$ cat src/rtl/csr_pkg.sv
// ============================================================================
// Module      : csr_pkg
// Description : CSR address map, funct3 encoding and mcountinhibit bit indices
// Revision    : 1.0 - initial release
// ============================================================================
`default_nettype none

package csr_pkg;

    localparam int XLEN_DEFAULT = 32;

    localparam logic [11:0] c_csr_cycle         = 12'hC00;
    localparam logic [11:0] c_csr_instret       = 12'hC02;
    localparam logic [11:0] c_csr_cycleh        = 12'hC80;
    localparam logic [11:0] c_csr_instreth      = 12'hC82;
    localparam logic [11:0] c_csr_mcycle        = 12'hB00;
    localparam logic [11:0] c_csr_minstret      = 12'hB02;
    localparam logic [11:0] c_csr_mcycleh       = 12'hB80;
    localparam logic [11:0] c_csr_minstreth     = 12'hB82;
    localparam logic [11:0] c_csr_mcountinhibit = 12'h320;
    localparam logic [11:0] c_csr_mscratch      = 12'h340;

    typedef enum logic [2:0] {
        F3_RW  = 3'b001,
        F3_RS  = 3'b010,
        F3_RC  = 3'b011,
        F3_RWI = 3'b101,
        F3_RSI = 3'b110,
        F3_RCI = 3'b111
    } funct3_e;

    localparam int c_inh_cy   = 0;
    localparam int c_inh_tm   = 1;
    localparam int c_inh_ir   = 2;
    localparam int c_inh_hpm3 = 3;

endpackage

`default_nettype wire

$ cat src/rtl/csr_counter.sv
// ============================================================================
// Module      : csr_counter
// Description : One wide event counter with inhibit and 32-bit half writes
// Revision    : 1.0 - initial release
// ============================================================================
`default_nettype none

module csr_counter #(
    parameter int CNT_WIDTH = 64,
    parameter int INC_W     = 2
) (
    input  logic                 clk,
    input  logic                 rst,
    input  logic [INC_W-1:0]     inc,
    input  logic                 inhibit,
    input  logic                 wr_lo,
    input  logic                 wr_hi,
    input  logic [31:0]          wr_data,
    output logic [CNT_WIDTH-1:0] count
);

    logic [CNT_WIDTH-1:0] r_count;

    // A software write to either half takes priority over this cycle's increment.
    always_ff @(posedge clk or posedge rst) begin
        if (rst) begin
            r_count <= '0;
        end else if (wr_lo || wr_hi) begin
            if (wr_lo) r_count[31:0]           <= wr_data;
            if (wr_hi) r_count[CNT_WIDTH-1:32] <= wr_data[CNT_WIDTH-33:0];
        end else if (!inhibit) begin
            r_count <= r_count + CNT_WIDTH'(inc);
        end
    end

    assign count = r_count;

endmodule

`default_nettype wire

$ cat src/rtl/csr_file.sv
// ============================================================================
// Module      : csr_file
// Description : Counter/timer CSRs, mcountinhibit and mscratch with Zicsr ops
// Revision    : 1.0 - initial release
// ============================================================================
`default_nettype none

module csr_file
    import csr_pkg::*;
#(
    parameter int XLEN      = XLEN_DEFAULT,
    parameter int CNT_WIDTH = 64,
    parameter int NUM_HPM   = 4,
    parameter int RETIRE_W  = 2
) (
    input  logic                clk,
    input  logic                rst,
    input  logic                csr_valid,
    input  logic                stall,
    input  logic [2:0]          function_3,
    input  logic [11:0]         csr_addr,
    input  logic [4:0]          rs1_addr,
    input  logic [XLEN-1:0]     rs1,
    input  logic [RETIRE_W-1:0] retire_cnt,
    input  logic [NUM_HPM-1:0]  hpm_event,
    output logic [XLEN-1:0]     csr_rd_data,
    output logic                csr_illegal
);

    localparam int NUM_CNT = 2 + NUM_HPM;
    localparam logic [31:0] c_inh_mask =
        32'((64'd1 << (NUM_HPM + c_inh_hpm3)) - 64'd1) & ~(32'd1 << c_inh_tm);

    logic [CNT_WIDTH-1:0] w_cnt [NUM_CNT];
    logic [NUM_CNT-1:0]   w_wr_lo;
    logic [NUM_CNT-1:0]   w_wr_hi;
    logic [31:0]          r_inhibit;
    logic [XLEN-1:0]      r_mscratch;

    logic                 w_cnt_user;
    logic                 w_cnt_mach;
    logic                 w_n_ok;
    logic                 w_hi;
    logic [4:0]           w_n;
    logic [4:0]           w_k;
    logic [CNT_WIDTH-1:0] w_sel;
    logic                 w_mapped;
    logic                 w_user;
    logic [XLEN-1:0]      w_old;
    logic [XLEN-1:0]      w_op;
    logic [XLEN-1:0]      w_new;
    logic                 w_f3_ok;
    logic                 w_wr_try;
    logic                 w_commit;

    // Counter CSRs occupy 0xC00/0xC80 (user) and 0xB00/0xB80 (machine) + N.
    assign w_n        = csr_addr[4:0];
    assign w_hi       = csr_addr[7];
    assign w_cnt_user = (csr_addr[11:8] == 4'hC) && (csr_addr[6:5] == 2'b00);
    assign w_cnt_mach = (csr_addr[11:8] == 4'hB) && (csr_addr[6:5] == 2'b00);
    assign w_n_ok     = (w_n == 5'd0) || (w_n == 5'd2) ||
                        ((w_n >= 5'd3) && (int'(w_n) < c_inh_hpm3 + NUM_HPM));
    // Counter slot: 0 = cycle, 1 = instret, 2.. = hpmcounter3..
    assign w_k        = (w_n == 5'd0) ? 5'd0 : (w_n == 5'd2) ? 5'd1 : w_n - 5'd1;

    always_comb begin
        w_sel    = '0;
        w_mapped = 1'b0;
        w_user   = 1'b0;
        w_old    = '0;
        for (int k = 0; k < NUM_CNT; k++) begin
            if (w_k == 5'(k)) w_sel = w_cnt[k];
        end
        if ((w_cnt_user || w_cnt_mach) && w_n_ok) begin
            w_mapped = 1'b1;
            w_user   = w_cnt_user;
            w_old    = w_hi ? XLEN'(w_sel[CNT_WIDTH-1:32]) : XLEN'(w_sel[31:0]);
        end else if (csr_addr == c_csr_mcountinhibit) begin
            w_mapped = 1'b1;
            w_old    = XLEN'(r_inhibit);
        end else if (csr_addr == c_csr_mscratch) begin
            w_mapped = 1'b1;
            w_old    = r_mscratch;
        end
    end

    assign w_op = function_3[2] ? XLEN'(rs1_addr) : rs1;

    always_comb begin
        w_new   = w_old;
        w_f3_ok = 1'b1;
        case (funct3_e'(function_3))
            F3_RW, F3_RWI: w_new = w_op;
            F3_RS, F3_RSI: w_new = w_old | w_op;
            F3_RC, F3_RCI: w_new = w_old & ~w_op;
            default:       w_f3_ok = 1'b0;
        endcase
    end

    // Set/clear with a zero source field is a pure read and never a write.
    assign w_wr_try    = (function_3[1:0] == 2'b01) || (rs1_addr != 5'd0);
    assign csr_illegal = csr_valid && (!w_mapped || !w_f3_ok || (w_wr_try && w_user));
    assign w_commit    = csr_valid && !stall && !csr_illegal && w_wr_try;
    assign csr_rd_data = (csr_valid && !csr_illegal) ? w_old : '0;

    always_ff @(posedge clk or posedge rst) begin
        if (rst) begin
            r_inhibit  <= '0;
            r_mscratch <= '0;
        end else if (w_commit) begin
            if (csr_addr == c_csr_mcountinhibit) r_inhibit  <= w_new[31:0] & c_inh_mask;
            if (csr_addr == c_csr_mscratch)      r_mscratch <= w_new;
        end
    end

    generate
        for (genvar k = 0; k < NUM_CNT; k++) begin : g_cnt
            logic [RETIRE_W-1:0] w_inc;
            logic                w_inh;

            if (k == 0) begin : g_cycle
                assign w_inc = RETIRE_W'(1);
                assign w_inh = r_inhibit[c_inh_cy];
            end else if (k == 1) begin : g_instret
                assign w_inc = retire_cnt;
                assign w_inh = r_inhibit[c_inh_ir];
            end else begin : g_hpm
                assign w_inc = RETIRE_W'(hpm_event[k-2]);
                assign w_inh = r_inhibit[k+1];
            end

            assign w_wr_lo[k] = w_commit && w_cnt_mach && w_n_ok && !w_hi && (w_k == 5'(k));
            assign w_wr_hi[k] = w_commit && w_cnt_mach && w_n_ok &&  w_hi && (w_k == 5'(k));

            csr_counter #(
                .CNT_WIDTH (CNT_WIDTH),
                .INC_W     (RETIRE_W)
            ) u_counter (
                .clk     (clk),
                .rst     (rst),
                .inc     (w_inc),
                .inhibit (w_inh),
                .wr_lo   (w_wr_lo[k]),
                .wr_hi   (w_wr_hi[k]),
                .wr_data (w_new[31:0]),
                .count   (w_cnt[k])
            );
        end
    endgenerate

endmodule

`default_nettype wire

$ cat config.mk
export PLATFORM = sky130hd
export DESIGN_NAME = csr_file
export DESIGN_NICKNAME = d
export VERILOG_FILES = /design/src/rtl/csr_pkg.sv /design/src/rtl/csr_counter.sv /design/src/rtl/csr_file.sv
export SDC_FILE = /design/constraint.sdc
export NUM_CORES = 2
export LEC_CHECK = 0
export ABC_AREA = 1
export CAP_MARGIN = 20
export CORE_MARGIN = 2
export CORE_UTILIZATION = 27
export CTS_BUF_LIST = sky130_fd_sc_hd__clkbuf_8
export CTS_CLUSTER_DIAMETER = 80
export DETAILED_ROUTE_END_ITERATION = 7
export GPL_TIMING_DRIVEN = 1
export PLACE_DENSITY = 0.48
export SYNTH_ARGS = -nofsm -noshare
export SYNTH_HDL_FRONTEND = slang
export SYNTH_SLANG_ARGS = --single-unit
$ cat constraint.sdc
create_clock -name clk -period 26.4 [get_ports clk]
set_input_delay 5.28 -clock clk [delete_from_list [all_inputs] [get_ports clk]]
set_output_delay 5.28 -clock clk [all_outputs]
set_load 0.01 [all_outputs]
Word-level counts from Yosys, hierarchy flattened
Index checks and enable logic that the tools add are counted.
Widths: inputs -> output; s select.
{ "totals": {"regBits": 422, "in_bits": 62, "output_inout_bits": 33, "elab_cells": 170} }
{ "classes": {"n_addsub": 7, "n_lt_le_gt_ge": 2, "eq_ne": 35, "muxes": 44, "bitwise": 3, "reduce_logical": 65} }
{ "op_table": {"columns": ["operator", "n"], "rows": [
  ["$mux 64", 18],
  ["$mux 32", 18],
  ["$add 64x1->64", 4],
  ["$pmux 32 s3", 1],
  ["$add 64x1->64 const B", 1],
  ["$add 64x2->64", 1],
  ["$ne 2x1->1 const B", 18],
  ["$and 32x32->32", 1],
  ["$not 32->32", 1],
  ["$or 32x32->32", 1],
  ["$reduce_and 2->1", 14],
  ["$logic_and 1x1->1", 26],
  ["$eq 12x10->1 const B", 2],
  ["$eq 5x2->1 const B", 3],
  ["$logic_or 1x1->1", 12],
  ["$eq 5x3->1 const B", 2],
  ["$logic_not 5->1", 2],
  ["$mux 5", 2],
  ["$eq 3x3->1 const B", 3],
  ["$eq 4x4->1 const B", 2],
  ["$eq 3x2->1 const B", 2],
  ["$reduce_or 2->1", 3],
  ["$reduce_or 6->1", 1],
  ["$eq 5x1->1 const B", 1],
  ["9 further kinds", 17]
]} }

Logic depth before layout (Yosys ltp)
{ "logic_depth": {"ltp_word": 19, "ltp_mapped": 27, "depth_no_buf": 24} }

Modules after synthesis
A second synthesis with hierarchy kept.
{ "hier_totals": {"cells_unflattened": 6637, "hier_area_um2": 38064.0} }
{ "by_module_without_submodules": {"columns": ["mod", "n_inst", "cells_per_inst", "area_per_inst_um2", "seq_area_each_um2"], "rows": [
  ["csr_counter at g_cnt[0].u_counter ...", 4, 860, 5077.4, 1601.5],
  ["csr_counter at g_cnt[3].u_counter ...", 2, 859, 5088.6, 1601.5],
  ["csr_file", 1, 1479, 7577.3, 950.9]
]} }

Least setup slack after synthesis
OpenSTA, ideal clock, no wires.
{ "synth_path": {"path_type": "in2out", "startpoint": "in csr_addr[0]", "endpoint": "out csr_rd_data[20]", "arrival_ns": 7.833, "t_required_ns": 21.120, "slack_ns": 13.287, "stages": 21, "path_cell_list": "buf_2 > inv_2 > buf_2 > clkbuf_1 > ha_1 > inv_1 > nor2_1 > nand2_1 > nand3_1 > nand2_1 > nor2_2 > nand2_2 > inv_2 > buf_4 > buf_2 > nand2_1 > nand4_1 > nand2_1 > nand2_1 > nand2_1 > nor2_1"} }
{ "synth_between": {"elab_chain_cells": 13} }
{ "synth_rtl": {"columns": ["element", "line_no", "rtl"], "rows": [
  ["start, declared", "csr_file.sv:21", "input logic [11:0] csr_addr,"],
  ["$sub 5x1->5 or $eq 5x2->1 (tied branches)", "csr_file.sv:64, csr_file.sv:61", null],
  ["$mux 5 (2 in a row)", "csr_file.sv:64", "assign w_k = (w_n == 5'd0) ? 5'd0 : (w_n == 5'd2) ? 5'd1 : w_n - 5'd1;"],
  ["$logic_not 5->1", "csr_file.sv:72", "if (w_k == 5'(k)) w_sel = w_cnt[k];"],
  ["$mux 64 (6 in a row)", "csr_file.sv:72", null],
  ["$mux 32", "csr_file.sv:77", "w_old = w_hi ? XLEN'(w_sel[CNT_WIDTH-1:32]) : XLEN'(w_sel[31:0]);"],
  ["$mux 32", "csr_file.sv:74", "if ((w_cnt_user || w_cnt_mach) && w_n_ok) begin"],
  ["$mux 32 *", "csr_file.sv:104", "assign csr_rd_data = (csr_valid && !csr_illegal) ? w_old : '0;"],
  ["end, declared", "csr_file.sv:26", "output logic [XLEN-1:0] csr_rd_data,"]
]} }
Every way passes the cells marked *; elsewhere a longest branch is shown, timed or not.

Worst setup path after layout
{ "layout_path": {"startpoint": "in csr_addr[0]", "endpoint": "out csr_rd_data[24]"} }
The elaborated chain is that of the path after synthesis.

==> impl_metrics.tcl <==
set metrics [dict create \
    status "finished clean" \
    drive_above_1_share_pct 4.62 \
    cts_buffers 86 \
    finClkSkew_ps 48.3 \
    rows 133 \
    p_clk_share_pct 43.0 \
    grt_use_total_pct 30.1 \
    synth_top_family_by_area "simple AND/OR/NAND/NOR gates" \
    max_cap_violations 0 \
    drt_iter0_markers 5182 \
    grt_busiest_layer "met2" \
    async_reset_ff_share_pct 100 \
    gp_congestion 1.02 \
    synth_ff_type "dfrtp_1" \
    synth-compound-area-share_pct 10.1 \
    tns_ps 0 \
    grt_max_degree 157 \
    drt-total-wl_mm 208 \
    cts_tree "yes" \
    synthCells 5937 \
    cts_buffer_depth 3 \
    cts_sinks 422 \
    ys_ff_latch 422 \
    core_sq_um 131000 \
    dieWidth_um 368 \
    irDropWorstVdd_v 0.0000346 \
    die_area_sq_um 135000 \
    clk_latency_ps 840 \
    fin_nets 6035 \
    cts_hold_buf 0 \
    netSwitchingFraction_pct 34.0 \
    slew-limit-headroom_pct 19.6 \
    yosys.area_share.xor_xnor_pct 7.21 \
    rsz0062_at_grt "false" \
    clock.fmax_ghz 0.0616 \
    first_pass_iters 8 \
    gr-usage-met3_pct 6.25 \
    holdCritPathClass "reg -> reg" \
    synth_adder_area_share_pct 0.582 \
    fin_util_pct 30.7 \
    grt_util_met2_pct 46.1 \
    grt_pass1_wl_mm 292 \
    power_leakage_uw 0.0188 \
    seq_area_frac_synth_pct 29.6 \
    ys_types 53 \
    internal-power_uw 1160 \
    crit_type "in -> out" \
    syn_area_sq_um 35700 \
    vias 41300 \
    overflow 0 \
    critPathCaptureType "output port" \
    initial_core_util_pct 27.2 \
    worstPathRequired_ps 21120 \
    synthSimpleGateAreaFrac_pct 42.7 \
    maxSlewViolCount 0 \
    synth_edf_count 0 \
    routed_via_density 5.31 \
    setup_viol 0 \
    top_level_ports 95 \
    drcViolationCount 0 \
    grt_antenna_before_repair 16 \
    synth_mux_area_share_pct 0 \
    ant_nets 0 \
    root_buffer "clkbuf_8" \
    p_per_area_nw_per_um2 43.6 \
    grt_pass1_vias 38500 \
    hpwl_mm 161 \
    switchingPower_uw 598 \
    die_h_um 368 \
    area_delta_synth_final_pct 13.0 \
    hold_viol_final 0 \
    syn_avg_cell_area_sq_um 6.01 \
    ctsResizeCount 0 \
    arrival_ps 10950 \
    fin_crit_sh_pct 61.5 \
    synth_nets 6015 \
    cp_max_fo 59 \
    grtUsageMet1_pct 40.4 \
    critPathLaunchType "input port" \
    clkSlewWorstSetupHoldPaths_ps 60 \
    pwr-share-comb_pct 14.3 \
    seqPwrFrac_pct 42.6 \
    yosys_warnings 0 \
    tightest_slew_ps 1200 \
    numPortBuffers 94 \
    wire_per_inst_um 26.7 \
    post-cts-setup-buffers 0 \
    period_needed_ps 16230 \
    h-tree-depth 3 \
]
==> metrics by stage <==
| stage | worst slack, ps | hold slack (ps) | total power, uW | area [sq um] | std cells |
|---|---|---|---|---|---|
| floorplan | 9370 | 449 | 876 | 35700 | 5937 |
| global placement | 10340 | 466 | 1000 | 38300 | 7616 |
| detailed placement | 10440 | 465 | 1000 | 38400 | 7618 |
| CTS | 10430 | 482 | 1770 | 40200 | 7772 |
| global route | 10020 | 500 | 1830 | 40300 | 7780 |
| finish | 10170 | 476 | 1760 | 40300 | 7784 |
==> routing by layer <==
layer  part of all wire (%)  vias to the layer above
li1                       -                    19000
met1                     43                    20000
met2                     43                     1863
met3                    8.1                      403
met4                    5.1                       16
met5                  0.049                        -
==> Yosys cell counts, types with 21 or more instances <==
master / number / area [sq um]
nand2_1: 1929 / 7240
nor2_1: 886 / 3330
inv_1: 651 / 2440
dfrtp_1: 422 / 10600
a21oi_1: 356 / 1780
nand3_1: 346 / 1730
o21ai_0: 219 / 1100
nand4_1: 183 / 1140
xor2_1: 181 / 1590
nor3_1: 134 / 671
xnor2_1: 113 / 990
clkbuf_1: 107 / 402
buf_2: 83 / 415
nor4_1: 68 / 425
a22oi_1: 53 / 398
buf_1: 21 / 78.8
==> logic make-up (layout without fill, tap and decap cells) <==
family                   after synthesis  in the layout
buffers and inverters                898            984
XOR/XNOR                             294            294
adder cells (fa/ha/maj)               16             16
AO/OA/AOI/OAI                        675            675
other                                  0              6
AND/OR/NAND/NOR                     3632           3632
flip-flops                           422            422
==> layout by cell type, fill, tap and decap left out, types with 4 or more instances in the layout <==
| cell | netlist | layout |
|---|---|---|
| nand2_1 | 1929 | 1924 |
| nor2_1 | 886 | 884 |
| inv_1 | 651 | 673 |
| dfrtp_1 | 422 | 422 |
| a21oi_1 | 356 | 356 |
| nand3_1 | 346 | 346 |
| o21ai_0 | 219 | 219 |
| nand4_1 | 183 | 183 |
| xor2_1 | 181 | 181 |
| nor3_1 | 134 | 134 |
| xnor2_1 | 113 | 113 |
| clkbuf_8 | 0 | 111 |
| clkdlybuf4s50_1 | 0 | 93 |
| nor4_1 | 68 | 68 |
| buf_4 | 13 | 54 |
| a22oi_1 | 53 | 53 |
| inv_2 | 18 | 19 |
| nand2_2 | 14 | 19 |
| nand3b_1 | 16 | 16 |
| or2_2 | 16 | 16 |
| ha_1 | 15 | 15 |
| o211ai_1 | 12 | 12 |
| o21ai_1 | 12 | 11 |
| clkinv_2 | 0 | 11 |
| diode_2 | 0 | 6 |
| nor2_2 | 7 | 6 |
| nor2_4 | 3 | 6 |
| buf_16 | 0 | 6 |
| nor3b_1 | 5 | 5 |
| o31ai_1 | 5 | 5 |
| nand3_2 | 4 | 4 |
| clkinv_1 | 4 | 4 |
| o21bai_1 | 4 | 4 |
| a31oi_1 | 4 | 4 |
==> critical path, stage by stage <==
cell and delay (ps):
clkdlybuf4s50_1 990, inv_2 370, ha_1 350, inv_1 60, nor2_1 30, nand2_1 140
nand2_1 90, nand2_1 150, nand2_1 80, nor2_2 80, buf_4 350, nand2_2 60
buf_4 260, inv_2 830, nand2_1 140, nand4_1 150, nand2_1 50, nand2_1 70
nand2_1 50, nor2_1 610, clkdlybuf4s50_1 680
==> flip-flops by register name, summed over array words and instances (netlist names) <==
register               cells
r_inhibit                  6
r_mscratch                32
g_cnt.u_counter.count    384
==> path summary, 6_finish.rpt <==
kind                       depth (start not counted)  slack [ps]                                     from                                       end
setup / recovery                                  21       10170                              csr_addr[0]                           csr_rd_data[24]
hold / removal                                     2         480                r_mscratch[8]$_DFFE_PP0P_                 r_mscratch[8]$_DFFE_PP0P_
setup reg to reg                                  18       22300  g_cnt[1].u_counter.count[0]$_DFFE_PP0P_  g_cnt[1].u_counter.count[48]$_DFFE_PP0P_
hold reg to reg                                    2         480                r_mscratch[8]$_DFFE_PP0P_                 r_mscratch[8]$_DFFE_PP0P_
max in group asynchronous                          4       19170                                      rst  g_cnt[4].u_counter.count[54]$_DFFE_PP0P_
min in group asynchronous                          2        4980                                      rst  g_cnt[0].u_counter.count[33]$_DFFE_PP0P_
==> power groups by stage <==
stage / combinational (uW) / sequential [uW] / clock [uW]
2_1_floorplan: 160 / 716 / 0
3_3_place_gp: 242 / 761 / 0
3_5_place_dp: 245 / 759 / 0
4_1_cts: 246 / 748 / 776
5_1_grt: 279 / 751 / 803
6_report: 252 / 750 / 757
==> final cells by class <==
type / instances / area [sq um]
clock buffer: 111 / 1530
multi-input combinational: 4617 / 21700
fill: 14900 / 91000
sequential: 422 / 10600
tap: 1755 / 2200
antenna: 6 / 15.0
timing repair buffer: 157 / 1560
inverter: 673 / 2530
clock inverter: 43 / 288
(Power assumes the default switching activity.)
